$ cat config.mk
export PLATFORM = sky130hd
export DESIGN_NAME = bp_be_reservation_queue
export DESIGN_NICKNAME = d
export VERILOG_FILES = /design/src/rtl/bp_be_reservation_queue_pkg.sv /design/src/rtl/bp_be_fp_unbox.sv /design/src/rtl/bp_be_int_unbox.sv /design/src/rtl/bp_be_reservation_unbox.sv /design/src/rtl/bp_be_reservation_queue.sv
export SDC_FILE = /design/constraint.sdc
export NUM_CORES = 2
export LEC_CHECK = 0
export BUFFER_PORTS_ARGS = -buffer_cell sky130_fd_sc_hd__buf_2
export CORE_AREA = 2 2 370 372
export DETAILED_ROUTE_END_ITERATION = 7
export DIE_AREA = 0 0 372 374
export HOLD_SLACK_MARGIN = 0.08
export SYNTH_ARGS = -nofsm -noshare
export SYNTH_HDL_FRONTEND = slang
export SYNTH_HIERARCHICAL = 1
export SYNTH_SLANG_ARGS = --single-unit
export TNS_END_PERCENT = 20
$ cat constraint.sdc
create_clock -name clk_i -period 17.1 [get_ports clk_i]
set_input_delay 0.855 -clock clk_i [delete_from_list [all_inputs] [get_ports clk_i]]
set_output_delay 0.855 -clock clk_i [all_outputs]
set_load 0.05 [all_outputs]
$ cat src/rtl/bp_be_reservation_queue_pkg.sv
// rtl/bp_be_reservation_queue_pkg.sv - shared types, widths and FP recoding helpers for the BE reservation queue
//
// Purpose: dispatch packet and reservation structs, register tag enums, and
// the raw-IEEE to recoded-float conversions used when unboxing FP sources.
// Ports: none (package).

package bp_be_reservation_queue_pkg;

  typedef enum logic [0:0] {e_bp_default_cfg = 1'b0} bp_params_e;

  localparam int vaddr_width_gp   = 39;
  localparam int dpath_width_gp   = 64;
  localparam int int_rec_width_gp = 65;
  localparam int fp_rec_width_gp  = 65;

  // Recoded single-precision canonical NaN (sign 0, exp 111_000000, quiet bit).
  localparam logic [32:0] sp_canonical_nan_rec = 33'h0_E040_0000;

  function automatic int bp_vaddr_width(input bp_params_e cfg);
    case (cfg)
      e_bp_default_cfg: return 39;
      default:          return 39;
    endcase
  endfunction

  typedef enum logic {e_int_dword = 1'b0, e_int_word = 1'b1} bp_be_int_tag_e;
  typedef enum logic {e_fp_dp = 1'b0, e_fp_sp = 1'b1} bp_be_fp_tag_e;

  typedef struct packed {
    logic [5:0]     fu_op;
    bp_be_int_tag_e irs1_tag;
    logic           irs1_unsigned;
    bp_be_int_tag_e irs2_tag;
    logic           irs2_unsigned;
    bp_be_fp_tag_e  frs1_tag;
    bp_be_fp_tag_e  frs2_tag;
    bp_be_fp_tag_e  frs3_tag;
    logic           fmove_v;
  } bp_be_decode_s;

  typedef struct packed {
    logic                       v;
    logic [vaddr_width_gp-1:0]  pc;
    logic [31:0]                instr;
    bp_be_decode_s              decode;
    logic [1:0]                 size;
    logic [1:0]                 count;
    logic [dpath_width_gp-1:0]  rs1;
    logic [dpath_width_gp-1:0]  rs2;
    logic [dpath_width_gp-1:0]  imm;
  } bp_be_dispatch_pkt_s;

  typedef struct packed {
    logic                        v;
    logic [vaddr_width_gp-1:0]   pc;
    logic [31:0]                 instr;
    bp_be_decode_s               decode;
    logic [1:0]                  size;
    logic [1:0]                  count;
    logic [int_rec_width_gp-1:0] isrc1;
    logic [int_rec_width_gp-1:0] isrc2;
    logic [int_rec_width_gp-1:0] isrc3;
    logic [fp_rec_width_gp-1:0]  fsrc1;
    logic [fp_rec_width_gp-1:0]  fsrc2;
    logic [fp_rec_width_gp-1:0]  fsrc3;
  } bp_be_reservation_s;

  // Recoded format: {sign, exp+1 bit, fraction}. Top 3 exp bits 000 = zero,
  // 110 = inf, 111 = NaN; subnormals are normalised into the wider exponent.
  function automatic logic [32:0] rec_sp(input logic [31:0] f);
    logic [7:0]  e;
    logic [22:0] m;
    logic [4:0]  nd;
    e  = f[30:23];
    m  = f[22:0];
    nd = '0;
    for (int i = 0; i < 23; i++) if (m[i]) nd = 5'(22 - i);
    if (e == '0 && m == '0) return {f[31], 32'b0};
    if (e == '1)            return {f[31], (m == '0) ? 3'b110 : 3'b111, 6'b0, m};
    if (e == '0)            return {f[31], 9'd129 - 9'(nd), m << (nd + 5'd1)};
    return {f[31], 9'(e) + 9'd129, m};
  endfunction

  function automatic logic [64:0] rec_dp(input logic [63:0] f);
    logic [10:0] e;
    logic [51:0] m;
    logic [5:0]  nd;
    e  = f[62:52];
    m  = f[51:0];
    nd = '0;
    for (int i = 0; i < 52; i++) if (m[i]) nd = 6'(51 - i);
    if (e == '0 && m == '0) return {f[63], 64'b0};
    if (e == '1)            return {f[63], (m == '0) ? 3'b110 : 3'b111, 9'b0, m};
    if (e == '0)            return {f[63], 12'd1025 - 12'(nd), m << (nd + 6'd1)};
    return {f[63], 12'(e) + 12'd1025, m};
  endfunction

endpackage

$ cat src/rtl/bp_be_fp_unbox.sv
// rtl/bp_be_fp_unbox.sv - convert a raw FP register value to recoded form
//
// Ports: tag_i (sp/dp), raw_i (pass bits through untouched), reg_i, val_o.

module bp_be_fp_unbox
  import bp_be_reservation_queue_pkg::*;
  (input  bp_be_fp_tag_e              tag_i
  ,input  logic                       raw_i
  ,input  logic [dpath_width_gp-1:0]  reg_i
  ,output logic [fp_rec_width_gp-1:0] val_o
  );

  always_comb begin
    val_o = '0;
    if (raw_i)
      val_o = {1'b0, reg_i};
    else if (tag_i == e_fp_dp)
      val_o = rec_dp(reg_i);
    // A single is only legal when NaN-boxed; anything else reads as canonical NaN.
    else
      val_o = {32'b0, (reg_i[63:32] == '1) ? rec_sp(reg_i[31:0]) : sp_canonical_nan_rec};
  end

endmodule

$ cat src/rtl/bp_be_int_unbox.sv
// rtl/bp_be_int_unbox.sv - sign/zero-extend an integer source to the recoded int width
//
// Ports: tag_i (word/dword), unsigned_i, reg_i (raw register), val_o (extended value).

module bp_be_int_unbox
  import bp_be_reservation_queue_pkg::*;
  (input  bp_be_int_tag_e              tag_i
  ,input  logic                        unsigned_i
  ,input  logic [dpath_width_gp-1:0]   reg_i
  ,output logic [int_rec_width_gp-1:0] val_o
  );

  always_comb begin
    val_o = '0;
    if (tag_i == e_int_word)
      val_o = unsigned_i ? {33'b0, reg_i[31:0]} : {{33{reg_i[31]}}, reg_i[31:0]};
    else
      val_o = unsigned_i ? {1'b0, reg_i} : {reg_i[63], reg_i};
  end

endmodule

$ cat src/rtl/bp_be_reservation_unbox.sv
// rtl/bp_be_reservation_unbox.sv - map a dispatch packet to an unboxed reservation
//
// Ports: pkt_i (dispatch packet with final rs1/rs2/imm), reservation_o (unboxed view).

module bp_be_reservation_unbox
  import bp_be_reservation_queue_pkg::*;
  (input  bp_be_dispatch_pkt_s pkt_i
  ,output bp_be_reservation_s  reservation_o
  );

  logic [int_rec_width_gp-1:0] isrc1, isrc2;
  logic [fp_rec_width_gp-1:0]  fsrc1, fsrc2, fsrc3;

  bp_be_int_unbox u_irs1
    (.tag_i(pkt_i.decode.irs1_tag), .unsigned_i(pkt_i.decode.irs1_unsigned), .reg_i(pkt_i.rs1), .val_o(isrc1));
  bp_be_int_unbox u_irs2
    (.tag_i(pkt_i.decode.irs2_tag), .unsigned_i(pkt_i.decode.irs2_unsigned), .reg_i(pkt_i.rs2), .val_o(isrc2));

  bp_be_fp_unbox u_frs1
    (.tag_i(pkt_i.decode.frs1_tag), .raw_i(pkt_i.decode.fmove_v), .reg_i(pkt_i.rs1), .val_o(fsrc1));
  bp_be_fp_unbox u_frs2
    (.tag_i(pkt_i.decode.frs2_tag), .raw_i(pkt_i.decode.fmove_v), .reg_i(pkt_i.rs2), .val_o(fsrc2));
  bp_be_fp_unbox u_frs3
    (.tag_i(pkt_i.decode.frs3_tag), .raw_i(pkt_i.decode.fmove_v), .reg_i(pkt_i.imm), .val_o(fsrc3));

  always_comb begin
    reservation_o        = '0;
    reservation_o.v      = pkt_i.v;
    reservation_o.pc     = pkt_i.pc;
    reservation_o.instr  = pkt_i.instr;
    reservation_o.decode = pkt_i.decode;
    reservation_o.size   = pkt_i.size;
    reservation_o.count  = pkt_i.count;
    reservation_o.isrc1  = isrc1;
    reservation_o.isrc2  = isrc2;
    reservation_o.isrc3  = {1'b0, pkt_i.imm};
    reservation_o.fsrc1  = fsrc1;
    reservation_o.fsrc2  = fsrc2;
    reservation_o.fsrc3  = fsrc3;
  end

endmodule

$ cat src/rtl/bp_be_reservation_queue.sv
// rtl/bp_be_reservation_queue.sv - in-order multi-entry reservation queue feeding the calculator pipes
//
// Purpose: captures dispatch packets (with bypassed rs1/rs2/imm) into an
// els_p-deep FIFO and presents the head entry unboxed.
// Ports:
//   clk_i, reset_i            clock, synchronous active-high reset
//   dispatch_pkt_i/_v_i       incoming packet and valid; ready_o = space available
//   bypass_rs_i[0..2]         bypassed rs1, rs2, imm for the entering packet
//   flush_i                   drop every entry
//   reservation_o/_v_o        unboxed head entry and its presence
//   yumi_i                    consumer takes the head
//   count_o                   occupancy

module bp_be_reservation_queue
  import bp_be_reservation_queue_pkg::*;
  #(parameter bp_params_e bp_params_p = e_bp_default_cfg
   ,parameter int els_p = 2
   ,localparam int dispatch_pkt_width_lp = $bits(bp_be_dispatch_pkt_s)
   ,localparam int reservation_width_lp  = $bits(bp_be_reservation_s)
   ,localparam int count_width_lp        = $clog2(els_p + 1)
   )
  (input  logic                                 clk_i
  ,input  logic                                 reset_i
  ,input  logic [dispatch_pkt_width_lp-1:0]     dispatch_pkt_i
  ,input  logic                                 dispatch_v_i
  ,output logic                                 ready_o
  ,input  logic [2:0][dpath_width_gp-1:0]       bypass_rs_i
  ,input  logic                                 flush_i
  ,output logic [reservation_width_lp-1:0]      reservation_o
  ,output logic                                 reservation_v_o
  ,input  logic                                 yumi_i
  ,output logic [count_width_lp-1:0]            count_o
  );

  localparam int ptr_width_lp = (els_p > 1) ? $clog2(els_p) : 1;

  bp_be_dispatch_pkt_s entering, head;
  bp_be_reservation_s  unboxed;
  bp_be_dispatch_pkt_s mem_r [els_p];

  logic [ptr_width_lp-1:0]   rd_ptr_r, wr_ptr_r;
  logic [count_width_lp-1:0] count_r;
  logic                      enq, deq;

  function automatic logic [ptr_width_lp-1:0] ptr_inc(input logic [ptr_width_lp-1:0] p);
    return (p == ptr_width_lp'(els_p - 1)) ? '0 : p + 1'b1;
  endfunction

  always_comb begin
    entering     = dispatch_pkt_i;
    entering.rs1 = bypass_rs_i[0];
    entering.rs2 = bypass_rs_i[1];
    entering.imm = bypass_rs_i[2];
  end

  // ready ignores yumi so a full queue never accepts in the same cycle it drains.
  assign ready_o         = ~reset_i & (count_r < count_width_lp'(els_p));
  assign reservation_v_o = ~reset_i & (count_r != '0);
  assign count_o         = reset_i ? '0 : count_r;
  assign enq             = dispatch_v_i & ready_o & ~flush_i;
  assign deq             = yumi_i & reservation_v_o & ~flush_i;

  always_ff @(posedge clk_i) begin
    if (reset_i | flush_i) begin
      rd_ptr_r <= '0;
      wr_ptr_r <= '0;
      count_r  <= '0;
    end else begin
      if (enq) wr_ptr_r <= ptr_inc(wr_ptr_r);
      if (deq) rd_ptr_r <= ptr_inc(rd_ptr_r);
      if (enq & ~deq)      count_r <= count_r + 1'b1;
      else if (deq & ~enq) count_r <= count_r - 1'b1;
    end
  end

  always_ff @(posedge clk_i) begin
    if (enq) mem_r[wr_ptr_r] <= entering;
  end

  assign head = mem_r[rd_ptr_r];

  bp_be_reservation_unbox u_unbox (.pkt_i(head), .reservation_o(unboxed));

  assign reservation_o = reservation_v_o ? unboxed : '0;

  always_ff @(posedge clk_i) begin
    if (!reset_i) begin
      assert (bp_vaddr_width(bp_params_p) == vaddr_width_gp);
      assert (!yumi_i || reservation_v_o);
    end
  end

endmodule

==> flow_metrics.tcl <==
set metrics [dict create \
    cp-start-kind "flop" \
    die_area_mm2 0.1391 \
    synth_edf_count 564 \
    wl_per_cell_um 30.94 \
    finalSetupTns_ns 0 \
    cp_data_arrival_time_ns 10.10 \
    drive_gt1_share_pct 26.74 \
    core_area_mm2 0.1350 \
    fin_crit_ns 10.96 \
    nNetsFinal 6172 \
    hold_depth 1 \
    synthTopCellsByArea "edfxtp_1 34%, mux2_2 7.2%, and2_1 6.4%" \
    seq_area_mm2 0.01704 \
    cp_slowest_cell "a2111oi_0" \
    hold_violations 0 \
    grt_pass1_wl_um 326900 \
    cts.clk_slew.worst_paths_ns 0.06 \
    dr.pass1.iters 6 \
    clk_latency_ns 0.69 \
    die_w_um 372 \
    slew_headroom_pct 13.39 \
    antenna_found_initial 39 \
    rsz0062_at_grt "false" \
    path_max_fanout 101 \
    yosysWarnings 6 \
    hold_end "mem_r[0][15]" \
    cts_tree "done" \
    met2_length_um 102900 \
    synth-seq-cells 569 \
    reg2reg_depth 6 \
    power.total_mw 3.813 \
    async_flop_share_pct 0 \
    drt_drc_violations_left 0 \
    wirelength_met1_um 91830 \
    multi_input_area_mm2 0.02894 \
    portBuffers 769 \
    synthAdderAreaFrac_pct 0.8420 \
    synth_top_family_by_area "simple AND/OR/NAND/NOR gates" \
    track_usage_pct 31.94 \
    synthesis.area_mm2 0.05052 \
    power_frac_clock_pct 38.7 \
    die_h_um 374 \
    synth_top_area_cell "edfxtp_1" \
    num_vias 48090 \
    area_growth_pct 10.35 \
    synth.top_cell.area_share_pct 33.52 \
    synth.area.mux_share_pct 17.83 \
    grt_overflow 0 \
    holdWs_ns 0.3538 \
    worstPathCellList "buf_4 -> buf_12 -> mux2_2 -> o31a_1 -> o31ai_1 -> a2111oi_0 -> o21ai_0 -> a41oi_1 -> inv_1 -> ha_1 -> nor2_1 -> and3_1 -> a311oi_4 -> nand2_2 -> buf_4 -> mux2i_1 -> o32ai_1 -> a2111oi_0 -> o22ai_1 -> and2_1 -> buf_2" \
    ys_top_cells_by_count "564 x edfxtp_1, 518 x and2_1, 451 x nand2_1" \
    top_layer "met5" \
    cts-root-buf "clkbuf_16" \
    max_cap_viol_count 0 \
    dp_hpwl_um 167700 \
    holdCritStartpoint "bypass_rs_i[143]" \
    synth_xor_area_share_pct 0.7652 \
    cts_resized 0 \
    path_class "flop to primary output" \
    cts_buffers 67 \
    synth_compound_area_share_pct 17.78 \
    r2r_start "count_r[1]" \
    cts_setup_buffers 0 \
    synth_simple_gate_area_share_pct 19.82 \
    drt_wl_total_um 232200 \
    min_path_type "primary input to flop" \
    power-per-cell-area_mw_per_mm2 68.39 \
    dp_slack_ns 7.199 \
    yosysMostFrequentCell "edfxtp_1" \
    worst_pin_slew_ns 1.287 \
    num_rows 135 \
    fillers 13380 \
    swShare_pct 30.34 \
    routed-wl-met3_um 25850 \
    ir_drop_v 0.00008318 \
    worst_clock_skew_ns 0.04459 \
    grt_pass1_vias 45290 \
    synth_nets 5952 \
    fmax_mhz 91.26 \
    p_seq_share_pct 41.2 \
    cts.path.max_buffers 3 \
    cp.required_ns 16.25 \
    timing.final.setup_violations 0 \
    cts_hold_buf 0 \
    syn_area_per_cell_um2 9.289 \
    ys_types 128 \
    cts.sinks 569 \
    fin_util_pct 41.31 \
    finalWorstSetupSlack_ns 6.143 \
    p_int_mw 2.656 \
    slew_violations 0 \
    ys_seq_area_share_pct 33.72 \
    p_leak_nw 21.45 \
    htreeDepth 3 \
    p_switching_mw 1.157 \
    vias_per_cell 6.409 \
    initial_core_util_pct 37.43 \
    regToRegSetupSlack_ns 13.08 \
    status "complete, no violations" \
    dominantRegCellSynth "edfxtp_1" \
    max_stage_delay_ns 0.95 \
    grt_start_max_net_pins 121 \
    r2r-end "mem_r[0][252]" \
    pin_count 963 \
    dr.first_iter.drc_count 6360 \
    gp_congestion 1.027 \
    timing.final.crit_share_pct 64.08 \
    synth_cells 5439 \
    combPwrFrac_pct 20.2 \
    antenna_left 0 \
    endpoint_kind "primary output" \
]
area by class of cell:
cell class / instances / area share (%)
antenna: 15 / 0.06733
clock buffer: 81 / 3.140
timing repair buffer: 858 / 8.147
clock inverter: 36 / 0.8775
tap: 1781 / 3.997
multi-input combinational: 3971 / 51.91
inverter: 192 / 1.297
sequential: 569 / 30.56
logic make-up (layout without fill, tap and decap cells):
group | count (synthesis) | count (layout)
AOI/OAI and AO/OA | 1317 | 1317
DFF | 569 | 569
buffers and inverters | 899 | 1167
and+or+nand+nor | 1910 | 1910
xor gates and xnor gates | 39 | 39
muxes | 670 | 670
other | 1 | 16
adders and majority gates | 34 | 34
through the flow:
stage | instances | instance area (µm²)
finish | 7503 | 55750
global route | 7494 | 55730
CTS | 7488 | 55710
detailed placement | 7371 | 53470
global placement | 7371 | 53470
floorplan | 5439 | 50520
power groups by stage:
stage / sequential [mW] / combinational [mW] / clock [mW]
final: 1.57 / 0.769 / 1.47
after global routing: 1.57 / 0.801 / 1.55
after CTS: 1.57 / 0.743 / 1.51
after detailed placement: 1.60 / 0.740 / 0
after global placement: 1.60 / 0.736 / 0
after floorplan: 1.61 / 0.506 / 0
worst max path at each step:
| stage | from | end | slack [ns] | cells past startpoint |
|---|---|---|---|---|
| floorplan | reset_i | mem_r[0][0] | 2.44 | 4 |
| global placement | flop | reservation_o[80] | 7.20 | 22 |
| detailed placement | flop | reservation_o[80] | 7.20 | 22 |
| CTS | flop | reservation_o[80] | 6.47 | 22 |
| global route | flop | reservation_o[113] | 5.92 | 23 |
| finish | flop | reservation_o[41] | 6.14 | 21 |
per-layer routing:
metal | GRT usage [%] | vias up
li1 | - | 20610
met3 | 8.921 | 605
met5 | 0 | -
met2 | 48.96 | 3206
met1 | 41.72 | 23630
met4 | 14.25 | 34
flip-flops by register name, indices dropped and copies added, names as in the netlist, named ones only:
register and count:
rd_ptr_r 1, mem_r 564, wr_ptr_r 1, count_r 2
critical path: cells and delay by family, from the launching register on:
family                     cells  cell delay (ns)
AOI/OAI and AO/OA              9             4.04
buffers and inverters          5             1.84
adders and majority gates      1             0.42
DFF                            1             0.38
and+or+nand+nor                4             1.22
muxes                          2             1.11
placed cells by master (no fill, tap or decap), types with 58 or more instances in the layout:
master / count
nand2_1: 451
o21ai_0: 314
a21oi_1: 254
nand4_1: 58
nand3_1: 179
mux4_2: 137
nor2_1: 281
and2_1: 518
inv_1: 183
edfxtp_1: 564
mux2_2: 324
buf_2: 769
nor4_1: 73
nor3_1: 121
o211ai_1: 123
mux2i_1: 193
buf_4: 87
a22oi_1: 64
clkbuf_16: 68
Power figures use the tool's default switching activity.
